<file path="config.mk">
export PLATFORM = sky130hd
export DESIGN_NAME = hex_display_sequencer
export DESIGN_NICKNAME = d
export VERILOG_FILES = /design/src/rtl/hex_display_pkg.sv /design/src/rtl/hex_dwell_timer.sv /design/src/rtl/hex_display_sequencer.sv
export SDC_FILE = /design/constraint.sdc
export NUM_CORES = 1
export LEC_CHECK = 0
export ABC_AREA = 1
export CORE_MARGIN = 4
export CORE_UTILIZATION = 51
export CTS_BUF_LIST = sky130_fd_sc_hd__clkbuf_4 sky130_fd_sc_hd__clkbuf_8 sky130_fd_sc_hd__clkbuf_16
export CTS_CLUSTER_DIAMETER = 200
export DETAILED_ROUTE_END_ITERATION = 10
export PLACE_DENSITY = 0.89
export SYNTH_ARGS = -nofsm -noshare
export SYNTH_HDL_FRONTEND = slang
export SYNTH_SLANG_ARGS = --single-unit
</file>
<file path="constraint.sdc">
create_clock -name i_clk -period 7.3 [get_ports i_clk]
set_clock_uncertainty 0.15 [all_clocks]
set_input_delay 1.825 -clock i_clk [delete_from_list [all_inputs] [get_ports i_clk]]
set_output_delay 1.825 -clock i_clk [all_outputs]
set_load 0.005 [all_outputs]
</file>
<file path="src/rtl/hex_display_pkg.sv">
// Shared definitions for the hex display sequencer: source geometry, mode encodings
// and the round-robin "next captured source" search.
package hex_display_pkg;

  localparam int unsigned NumSrc = 4;
  localparam int unsigned SrcW   = 32;
  localparam int unsigned SelW   = 2;

  typedef enum logic [1:0] {
    ModeAuto   = 2'b00,
    ModeManual = 2'b01,
    ModeFreeze = 2'b10
  } mode_e;

  typedef struct packed {
    logic            found;
    logic [SelW-1:0] idx;
  } pick_t;

  // Nearest captured source after sel, scanning sel+1, sel+2, sel+3 (wrapping).
  function automatic pick_t next_src(logic [SelW-1:0] sel, logic [NumSrc-1:0] captured);
    pick_t           pick;
    logic [SelW-1:0] j;
    pick = '{found: 1'b0, idx: sel};
    for (int i = NumSrc - 1; i >= 1; i--) begin
      j = sel + SelW'(i);
      if (captured[j]) pick = '{found: 1'b1, idx: j};
    end
    return pick;
  endfunction

endpackage

</file>
<file path="src/rtl/hex_dwell_timer.sv">
// Dwell counter 0..Dwell-1 with a terminal pulse; clear restarts the count from 0 in
// the same cycle and suppresses the pulse, disable holds the count at 0.
module hex_dwell_timer #(
  parameter int unsigned Dwell = 4
) (
  input  logic i_clk,
  input  logic i_rst,
  input  logic i_clear,
  input  logic i_enable,
  output logic o_terminal
);

  localparam logic [31:0] Last = 32'(Dwell - 1);

  logic [31:0] cnt_q, cnt_d, cnt_cur;

  always_comb begin
    cnt_cur    = i_clear ? '0 : cnt_q;
    o_terminal = i_enable && !i_clear && (cnt_cur == Last);
    if (!i_enable || o_terminal) begin
      cnt_d = '0;
    end else begin
      cnt_d = cnt_cur + 32'd1;
    end
  end

  always_ff @(posedge i_clk or posedge i_rst) begin
    if (i_rst) begin
      cnt_q <= '0;
    end else begin
      cnt_q <= cnt_d;
    end
  end

endmodule

</file>
<file path="src/rtl/hex_display_sequencer.sv">
// Captures four 32-bit source words and steps the displayed source automatically,
// by key press, or not at all, skipping sources that have never been captured.
module hex_display_sequencer
  import hex_display_pkg::*;
#(
  parameter int unsigned DWELL = 50000000
) (
  input  logic                   i_clk,
  input  logic                   i_rst,
  input  logic [NumSrc*SrcW-1:0] i_src_data,
  input  logic [NumSrc-1:0]      i_src_valid,
  input  logic [1:0]             i_mode,
  input  logic                   i_next,
  output logic [SrcW-1:0]        o_value,
  output logic [SelW-1:0]        o_sel,
  output logic                   o_blank,
  output logic [NumSrc-1:0]      o_fresh,
  output logic                   o_tick
);

  logic [NumSrc-1:0][SrcW-1:0] cap_q, cap_d;
  logic [NumSrc-1:0]           captured_q, captured_d;
  logic [NumSrc-1:0]           fresh_q, fresh_d;
  logic [SelW-1:0]             sel_q, sel_d;
  logic [1:0]                  mode_q;
  logic                        next_q, armed_q, tick_q, tick_d;
  logic                        mode_chg, is_auto, is_manual, key_rise, dwell_term, advance;
  pick_t                       pick;

  assign mode_chg  = (i_mode != mode_q);
  assign is_auto   = (i_mode == ModeAuto);
  assign is_manual = (i_mode == ModeManual);

  hex_dwell_timer #(
    .Dwell(DWELL)
  ) u_dwell (
    .i_clk     (i_clk),
    .i_rst     (i_rst),
    .i_clear   (mode_chg),
    .i_enable  (is_auto),
    .o_terminal(dwell_term)
  );

  always_comb begin
    pick       = next_src(sel_q, captured_q);
    // armed_q blocks a key that was already held when reset released
    key_rise   = i_next && !next_q && armed_q;
    advance    = !mode_chg && (dwell_term || (is_manual && key_rise));
    sel_d      = (advance && pick.found) ? pick.idx : sel_q;
    tick_d     = (sel_d != sel_q);
    cap_d      = cap_q;
    captured_d = captured_q | i_src_valid;
    fresh_d    = '0;
    for (int k = 0; k < NumSrc; k++) begin
      if (i_src_valid[k]) cap_d[k] = i_src_data[SrcW*k +: SrcW];
      fresh_d[k] = (fresh_q[k] || i_src_valid[k]) && (sel_d != SelW'(k));
    end
  end

  always_ff @(posedge i_clk or posedge i_rst) begin
    if (i_rst) begin
      cap_q      <= '0;
      captured_q <= '0;
      fresh_q    <= '0;
      sel_q      <= '0;
      mode_q     <= ModeAuto;
      next_q     <= 1'b0;
      armed_q    <= 1'b0;
      tick_q     <= 1'b0;
    end else begin
      cap_q      <= cap_d;
      captured_q <= captured_d;
      fresh_q    <= fresh_d;
      sel_q      <= sel_d;
      mode_q     <= i_mode;
      next_q     <= i_next;
      armed_q    <= armed_q || !i_next;
      tick_q     <= tick_d;
    end
  end

  assign o_value = cap_q[sel_q];
  assign o_sel   = sel_q;
  assign o_blank = !captured_q[sel_q];
  assign o_fresh = fresh_q;
  assign o_tick  = tick_q;

endmodule

</file>
Word-level counts from Yosys, hierarchy flattened
Index checks and enable logic that the tools add are counted.

cells by class
  multipliers = 0
  bitwise gates (word level) = 1
  reduce and logical (&&, ||, !) cells = 25
  equal/unequal tests = 7
  muxes and demuxes = 16
  div/mod/pow operators = 0
  magnitude comparators = 4
  shift-type cells = 0
  add/subtract/negate cells = 4

operators with widths
  cell                                                    number
  two-way mux 32 bit                                      3
  binary-select mux 32 bit (select 2 bit)                 1
  adder 32 x 1 -> 32 bit (second input constant)          1
  == test 32 x 26 -> 1 bit (second input constant)        1
  < comparator 2 x 3 -> 1 bit (second input constant)     4
  logical AND 1 bit                                       11
  two-way mux 3 bit                                       3
  binary-select mux 1 bit (select 2 bit)                  4
  logical OR 1 bit                                        7
  zero test 1 bit                                         5
  adder 2 bit (second input constant)                     2
  two-way mux 1 bit                                       4
  inequality test 2 bit                                   2
  inequality test 2 bit (second input constant)           2
  bitwise OR 4 bit                                        1
  adder 2 x 1 -> 2 bit (second input constant)            1
  == test 2 x 1 -> 1 bit (second input constant)          1
  zero test 2 bit                                         1
  two-way mux 2 bit                                       1
  inequality test 2 x 1 -> 1 bit (second input constant)  1
  nonzero test 2 bit                                      1

storage, ports and cells
  bits in read-only memories = 0
  memories = 0
  logic and storage cells = 69
  register bits = 175
  output and inout bits = 40
  memory bits (writable) = 0
  latch bits = 0

Longest topological paths before layout
Gate-level depths: netlist of run 1.

  depth in word-level cells = 10
  depth in mapped cells = 16

Hierarchy
A second synthesis of run 1 with hierarchy kept.

second synthesis, totals
  cell total of the unflattened synthesis = 996
  area total of the unflattened synthesis = 8585.7 um^2

modules (own cells, without submodules)
  module                 times used  cells each  area an instance (um^2)  seq. area each (um^2)
  hex_display_sequencer  1           660         6276.0                   3578.4
  hex_dwell_timer        1           336         2309.7                   800.8

Worst setup path before layout of run 1
OpenSTA, ideal clock, no wires.

  kind = input port to flip-flop
  from = input port i_mode[0]
  to = register u_dwell.cnt_q[18]
  path buffers = 0
  arrival = 3526 ps
  path slack = 3503 ps
  cell stages on the path = 13
  cell sequence = xnor2_2 > nand2_4 > inv_2 > nand2_1 > inv_1 > ha_1 > nand3_1 > nor2_2 > inv_1 > nor2_1 > nand4_1 > xor2_1 > nor2_1

on the way
  cells in the longest elaborated chain, start to end = 6

ends and longest elaborated chain
  element                                                         line                         source
  start, declared                                                 hex_display_sequencer.sv:12  input logic [1:0] i_mode,
  branches (longest 5 deep; another with adder 32 x 1 -> 32 bit)  -
  two-way mux 32 bit (*)                                          hex_dwell_timer.sv:20        if (!i_enable || o_terminal) begin
  via u_dwell.cnt_d[18]                                           hex_dwell_timer.sv:15        logic [31:0] cnt_q, cnt_d, cnt_cur;
  end signal, assigned                                            hex_dwell_timer.sv:31        cnt_q <= cnt_d;
  end, declared                                                   hex_dwell_timer.sv:15

Mark *: on every way through the listed nets, which the timed path passes.
A chain may end at the register's enable or synchronous reset.

Worst setup path in the final report of run 1
  from = input port i_mode[0]
  to = register u_dwell.cnt_q[26]

Same word-level chain as after synthesis.

==> flow_summary.toml, run 1 <==
[status]
outcome = "complete, no violations"

[clocking]
clock_latency_ns = 0.42
numCtsBuffers = 17
post-cts-setup-buffers = 0
clk_pin_slew_ns = 0.07
post_cts_resized = 0
cts_hold_buf = 0
cts_max_path_buffers = 2
cts_tree = "built"
cts.sinks = 175
cts-root-buf = "clkbuf_16"
htreeDepth = 4

[min_path]
hp-class = "flop to flop"

[timing]
max_slew.worst_pin.slew_ns = 1.211
tns_ns = 0
finalMaxSlewViolations = 0
timing.final.ws_setup_ns = 2.002
slew_headroom_pct = 19.17
finalHoldViolCount = 0
fmax_mhz = 188.7
report.final.setup_viol = 0
period_minus_slack_ns = 5.298
finalCritPeriodShare_pct = 72.58
rsz0062_at_grt = "no"

[yosys]
yosysSeqAreaShare_pct = 52.40
syn_nets = 1106
synth-edff-count = 0
syn_inst = 968
syn_area_per_cell_um2 = 8.633
syn_area_um2 = 8357
synth_cell_types = 36
synth_seq_cells = 175
synth_ff_type = "dfrtp_1"
synthArstFlopShare_pct = 100.0
yosys_warnings = 0

[detailed_routing]
dr_total_vias = 7422
vias_per_cell = 5.486
drt_iter0_markers = 585
drc = 0
ant_nets = 0
first_pass_iters = 5
totalWireLength_um = 23740
post_drt_wl_per_cell_um = 17.54

[worst_setup_path]
crit_path_start_kind = "input port"
critPathMaxFanout = 31
required_ns = 7.40
cp.arrival_ns = 5.40
end_kind = "flop"
worstSetupPathType = "input port to flop"

[cells_and_area]
antenna_cells = 0
layout-drive-gt1-share_pct = 9.059
post-route-cell-area_um2 = 10810
finalNonFillerCells = 1353
final_nets = 1263
syn_to_final_growth_pct = 29.41

[grt]
grt_pass1_wl_um = 37330
grt_pass1_vias = 7531
grt_max_degree = 67
grt_usage_pct = 26.02
grt_overflow = 0
antenna_found_initial = 0

[power_and_ir_drop]
leakage_nw = 4.836
power_density_nw_per_um2 = 272.5
ir_worst_vdd_v = 0.0002502

[floorplanning]
die_area_um2 = 18500
ios = 177
die_w_um = 136.0
core_um2 = 15940
die_y_um = 136.0
start_util_pct = 52.42
rows = 46

[job]
cap_viol_max_count = 0

[placed_design]
place_congestion = 1.014
post_dp_cell_area_um2 = 10240
preCtsSetupSlack_ns = 1.629
dp_cells = 1322
dp_hpwl_um = 16680
port_buffers = 176
[placed cells by master (no fill, tap or decap), types with 4 or more instances in the layout]
cell type / n
dfrtp_1: 175
nand3_1: 28
o21ai_0: 69
nor3_2: 4
inv_1: 122
nor3_1: 11
nor2_1: 87
a22oi_1: 32
buf_4: 7
or2_2: 4
o221ai_1: 32
mux2_2: 32
xnor2_1: 4
nand4_1: 15
inv_6: 6
nand2_1: 249
clkdlybuf4s50_1: 173
xor2_1: 18
nor2_2: 11
clkbuf_16: 17
a21oi_1: 9
[cell usage after synthesis (3+ instances only)]
master    number  area (um2)
inv_1        123       461.7
nand4_1       15       93.84
o221ai_1      32       280.3
nand3_1       28       140.1
nand2_1      249       934.7
a21oi_1        9       45.04
nor2_1        87       326.6
dfrtp_1      175        4379
clkbuf_1      35       131.4
nor3_1        11       55.05
a22oi_1       32       240.2
buf_2          6       30.03
nor3b_1        3       22.52
xor2_1        18       157.7
nor2_2        11       68.82
or2_2          4       25.02
o21ai_0       69       345.3
xnor2_1        4       35.03
nor3_2         4       40.04
mux2_2        32       360.4
[worst paths after layout]
kind / start / to / slack, ns / depth (start not counted)
max: i_mode[0] / u_dwell.cnt_q[26] / 2.00 / 12
min: captured_q[1] / captured_q[1] / 0.32 / 2
max reg2reg: mode_q[0] / u_dwell.cnt_q[26] / 3.58 / 11
min reg2reg: captured_q[1] / captured_q[1] / 0.32 / 2
max in group asynchronous: i_rst / cap_q[96] / 4.12 / 3
min in group asynchronous: i_rst / cap_q[122] / 1.67 / 2
[registers in the layout (all words and copies together) (netlist names)]
| signal | flops |
|---|---|
| armed_q | 1 |
| next_q | 1 |
| mode_q | 2 |
| u_dwell.cnt_q | 32 |
| o_tick | 1 |
| cap_q | 128 |
| o_sel | 2 |
| o_fresh | 4 |
| captured_q | 4 |
[final cells by class]
| type | instances | area (um2) |
|---|---|---|
| fillers | 1255 | 5129 |
| clock buffers | 19 | 452.9 |
| repair buffers | 183 | 1799 |
| multi-input cells | 623 | 3317 |
| well taps | 216 | 270.3 |
| flip-flops and latches | 175 | 4379 |
| inverters | 125 | 474.2 |
| clock inverters | 12 | 121.4 |
[metal layers]
layer / track usage, % / share of wire, %
met2: 42.05 / 48
met1: 33.03 / 40
met4: 10.58 / 3.1
met3: 7.513 / 8.5
met5: 0 / 0
[per-stage QoR]
| step | hold slack (ns) | util, % | power (mW) |
|---|---|---|---|
| after global routing | 0.3441 | 67.83 | 3.083 |
| after CTS | 0.3261 | 67.83 | 2.957 |
| final | 0.3220 | 67.83 | 2.947 |
| after global placement | 0.2969 | 64.23 | 2.040 |
| after floorplan | 0.2778 | - | 1.557 |
| after detailed placement | 0.3094 | 64.23 | 2.060 |
[report_power, final]
group          total [mW]  leakage, nW  switching, mW  internal (mW)
combinational       0.950         2.41          0.487          0.464
sequential           1.10         2.15         0.0495           1.05
clock               0.897        0.281          0.402          0.496
total                2.95         4.84          0.938           2.01
[cells by family (layout without fill, tap and decap cells)]
logic type	after synthesis	count (layout)	synth area share, %
muxes	33	33	4.432
adders and majority gates	1	1	0.1497
and+or+nand+nor	422	422	21.55
xor gates and xnor gates	23	23	2.500
DFF	175	175	52.40
buffers and inverters	170	339	7.905
AOI/OAI and AO/OA	144	144	11.06
[worst max-delay path: stages]
cell	delay [ns]
clkdlybuf4s50_1	0.49
xnor2_2	0.37
nand2_4	0.30
inv_2	0.33
nand2_1	0.15
inv_1	0.14
ha_1	0.18
nand3_1	0.19
nor2_2	0.28
nand3_2	0.14
nand2_1	0.82
nor3_1	0.15
Note: power is estimated with default switching activity, not from simulation.
==> inputs of run 2 (changes only) <==
==> constraint.sdc (replaced) <==
create_clock -name i_clk -period 5.3 [get_ports i_clk]
set_clock_uncertainty 0.15 [all_clocks]
set_input_delay 1.325 -clock i_clk [delete_from_list [all_inputs] [get_ports i_clk]]
set_output_delay 1.325 -clock i_clk [all_outputs]
set_load 0.005 [all_outputs]
==> run 2 against run 1 <==
Routed wire length about the same; critical endpoint is now o_value[0]; via count decreased by 0.94%; final cell count increased by 0.59%; die area unchanged; core utilization increased by 0.54 points; non-clock buffer count increased by 7; sequential share of layout area decreased by 0.32 points; sequential cell count unchanged; final area increased by 0.80%; worst setup slack got worse by 1.2 ns; largest power group unchanged.
==> flow_summary.toml, run 2 (synthesized netlist as in run 1, its figures left out) <==
[worst_setup_path]
cp_num_buf_inv = 4
cpMostUsedCell = "inv_1"
end_kind = "output pin"
worstSetupPathType = "flop to output pin"
crit_chain = "inv_1 -> nand2_1 -> inv_1 -> buf_4 -> a22oi_1 -> o221ai_1 -> clkdlybuf4s50_1"
rrSetupSlack_ns = 2.39
crit_path_start_kind = "flop"
crit_family = "buffers and inverters"
cp.arrival_ns = 2.99
critPathSlowestCell = "inv_1"
critPathMaxFanout = 19
required_ns = 3.83
critPathMaxStageDelay_ns = 0.61

[power_and_ir_drop]
power_density_nw_per_um2 = 377.5
ir_worst_vdd_v = 0.0003012
leakage_nw = 4.882

[detailed_routing]
first_pass_iters = 6
dr_total_vias = 7352
ant_nets = 0
vias_per_cell = 5.402
totalWireLength_um = 23720
drc = 0
post_drt_wl_per_cell_um = 17.43
drt_iter0_markers = 491

[placed_design]
port_buffers = 176
dp_hpwl_um = 16660
place_congestion = 0.9761
dp_cells = 1329

[cells_and_area]
final_nets = 1270
layout-drive-gt1-share_pct = 9.694
mostFrequentLayoutCells = "249 x nand2_1, 175 x dfrtp_1, 173 x clkdlybuf4s50_1, 122 x inv_1, 87 x nor2_1"
antenna_cells = 0
finalNonFillerCells = 1361
largest_reg_flops = 128
regMostFlops = "cap_q"
reg.largest.list = "cap_q x128, u_dwell.cnt_q x32"
multi_input_area_um2 = 3317
regArea_um2 = 4379
fill_cells = 1197
layout_commonest_cell = "nand2_1"
syn_to_final_growth_pct = 30.44

[clocking]
post-cts-setup-buffers = 0
clk_pin_slew_ns = 0.07
cts_max_path_buffers = 2
clock_latency_ns = 0.43
cts-root-buf = "clkbuf_16"
htreeDepth = 4
cts.sinks = 175
post_cts_resized = 0
cts_hold_buf = 0
cts_tree = "built"
numCtsBuffers = 17

[timing]
rsz0062_at_grt = "no"
fmax_mhz = 224.1
report.final.setup_viol = 0
finalHoldViolCount = 0
slew_headroom_pct = 22.43
finalMaxSlewViolations = 0
tns_ns = 0
period_minus_slack_ns = 4.463
holdWs_ns = 0.3198
max_slew.worst_pin.slew_ns = 1.164
finalCritPeriodShare_pct = 84.21

[floorplanning]
die_area_um2 = 18500
start_util_pct = 52.42
rows = 46
die_y_um = 136.0
core_um2 = 15940
ios = 177
die_w_um = 136.0

[grt]
grt_pass1_vias = 7697
grt_pass1_wl_um = 38180
grt_overflow = 0
grt_max_degree = 132
grt_usage_pct = 26.46
antenna_found_initial = 0

[min_path]
hp-class = "flop to flop"

[status]
outcome = "complete, no violations"

[job]
cap_viol_max_count = 0
run 2: cell type report:
type / count / share of cell area [%]
Timing Repair Buffer: 190 / 17.10
Inverter: 125 / 4.339
Sequential cell: 175 / 40.17
Clock buffer: 17 / 3.903
Multi-Input combinational cell: 623 / 30.43
Tap cell: 216 / 2.479
Clock inverter: 15 / 1.573
run 2: layer usage:
metal  global-route usage, %  up-vias  wire length (um)
li1                        -     3462                 -
met1                   32.58     3497              9505
met2                   43.23      322             11330
met3                   7.994       71              2011
met4                   11.53        0               870
met5                       0        -                 0
run 2: final timing paths:
| path | from | to | cells past startpoint |
|---|---|---|---|
| hold reg to reg | captured_q[3] | captured_q[3] | 1 |
| min in group asynchronous | i_rst | cap_q[123] | 3 |
| hold / removal | captured_q[3] | captured_q[3] | 1 |
| setup / recovery | o_sel[0] | o_value[0] | 7 |
| max in group asynchronous | i_rst | cap_q[29] | 3 |
| setup reg to reg | mode_q[0] | u_dwell.cnt_q[26] | 12 |
run 2: report_power, final:
group          internal (mW)  switching (mW)  total (mW)
sequential              1.45          0.0669        1.51
combinational          0.658           0.675        1.33
clock                  0.675           0.594        1.27
run 2: per-stage QoR:
| stage | power, mW | utilization [%] | instance area [um2] | setup slack [ns] |
|---|---|---|---|---|
| global route | 4.324 | 68.37 | 10900 | 0.6639 |
| global placement | 2.834 | 64.63 | 10300 | 1.036 |
| finish | 4.115 | 68.37 | 10900 | 0.8369 |
| floorplan | 2.145 | - | 8361 | 1.586 |
| CTS | 4.128 | 68.37 | 10900 | 0.8469 |
| detailed placement | 2.855 | 64.63 | 10300 | 0.9613 |
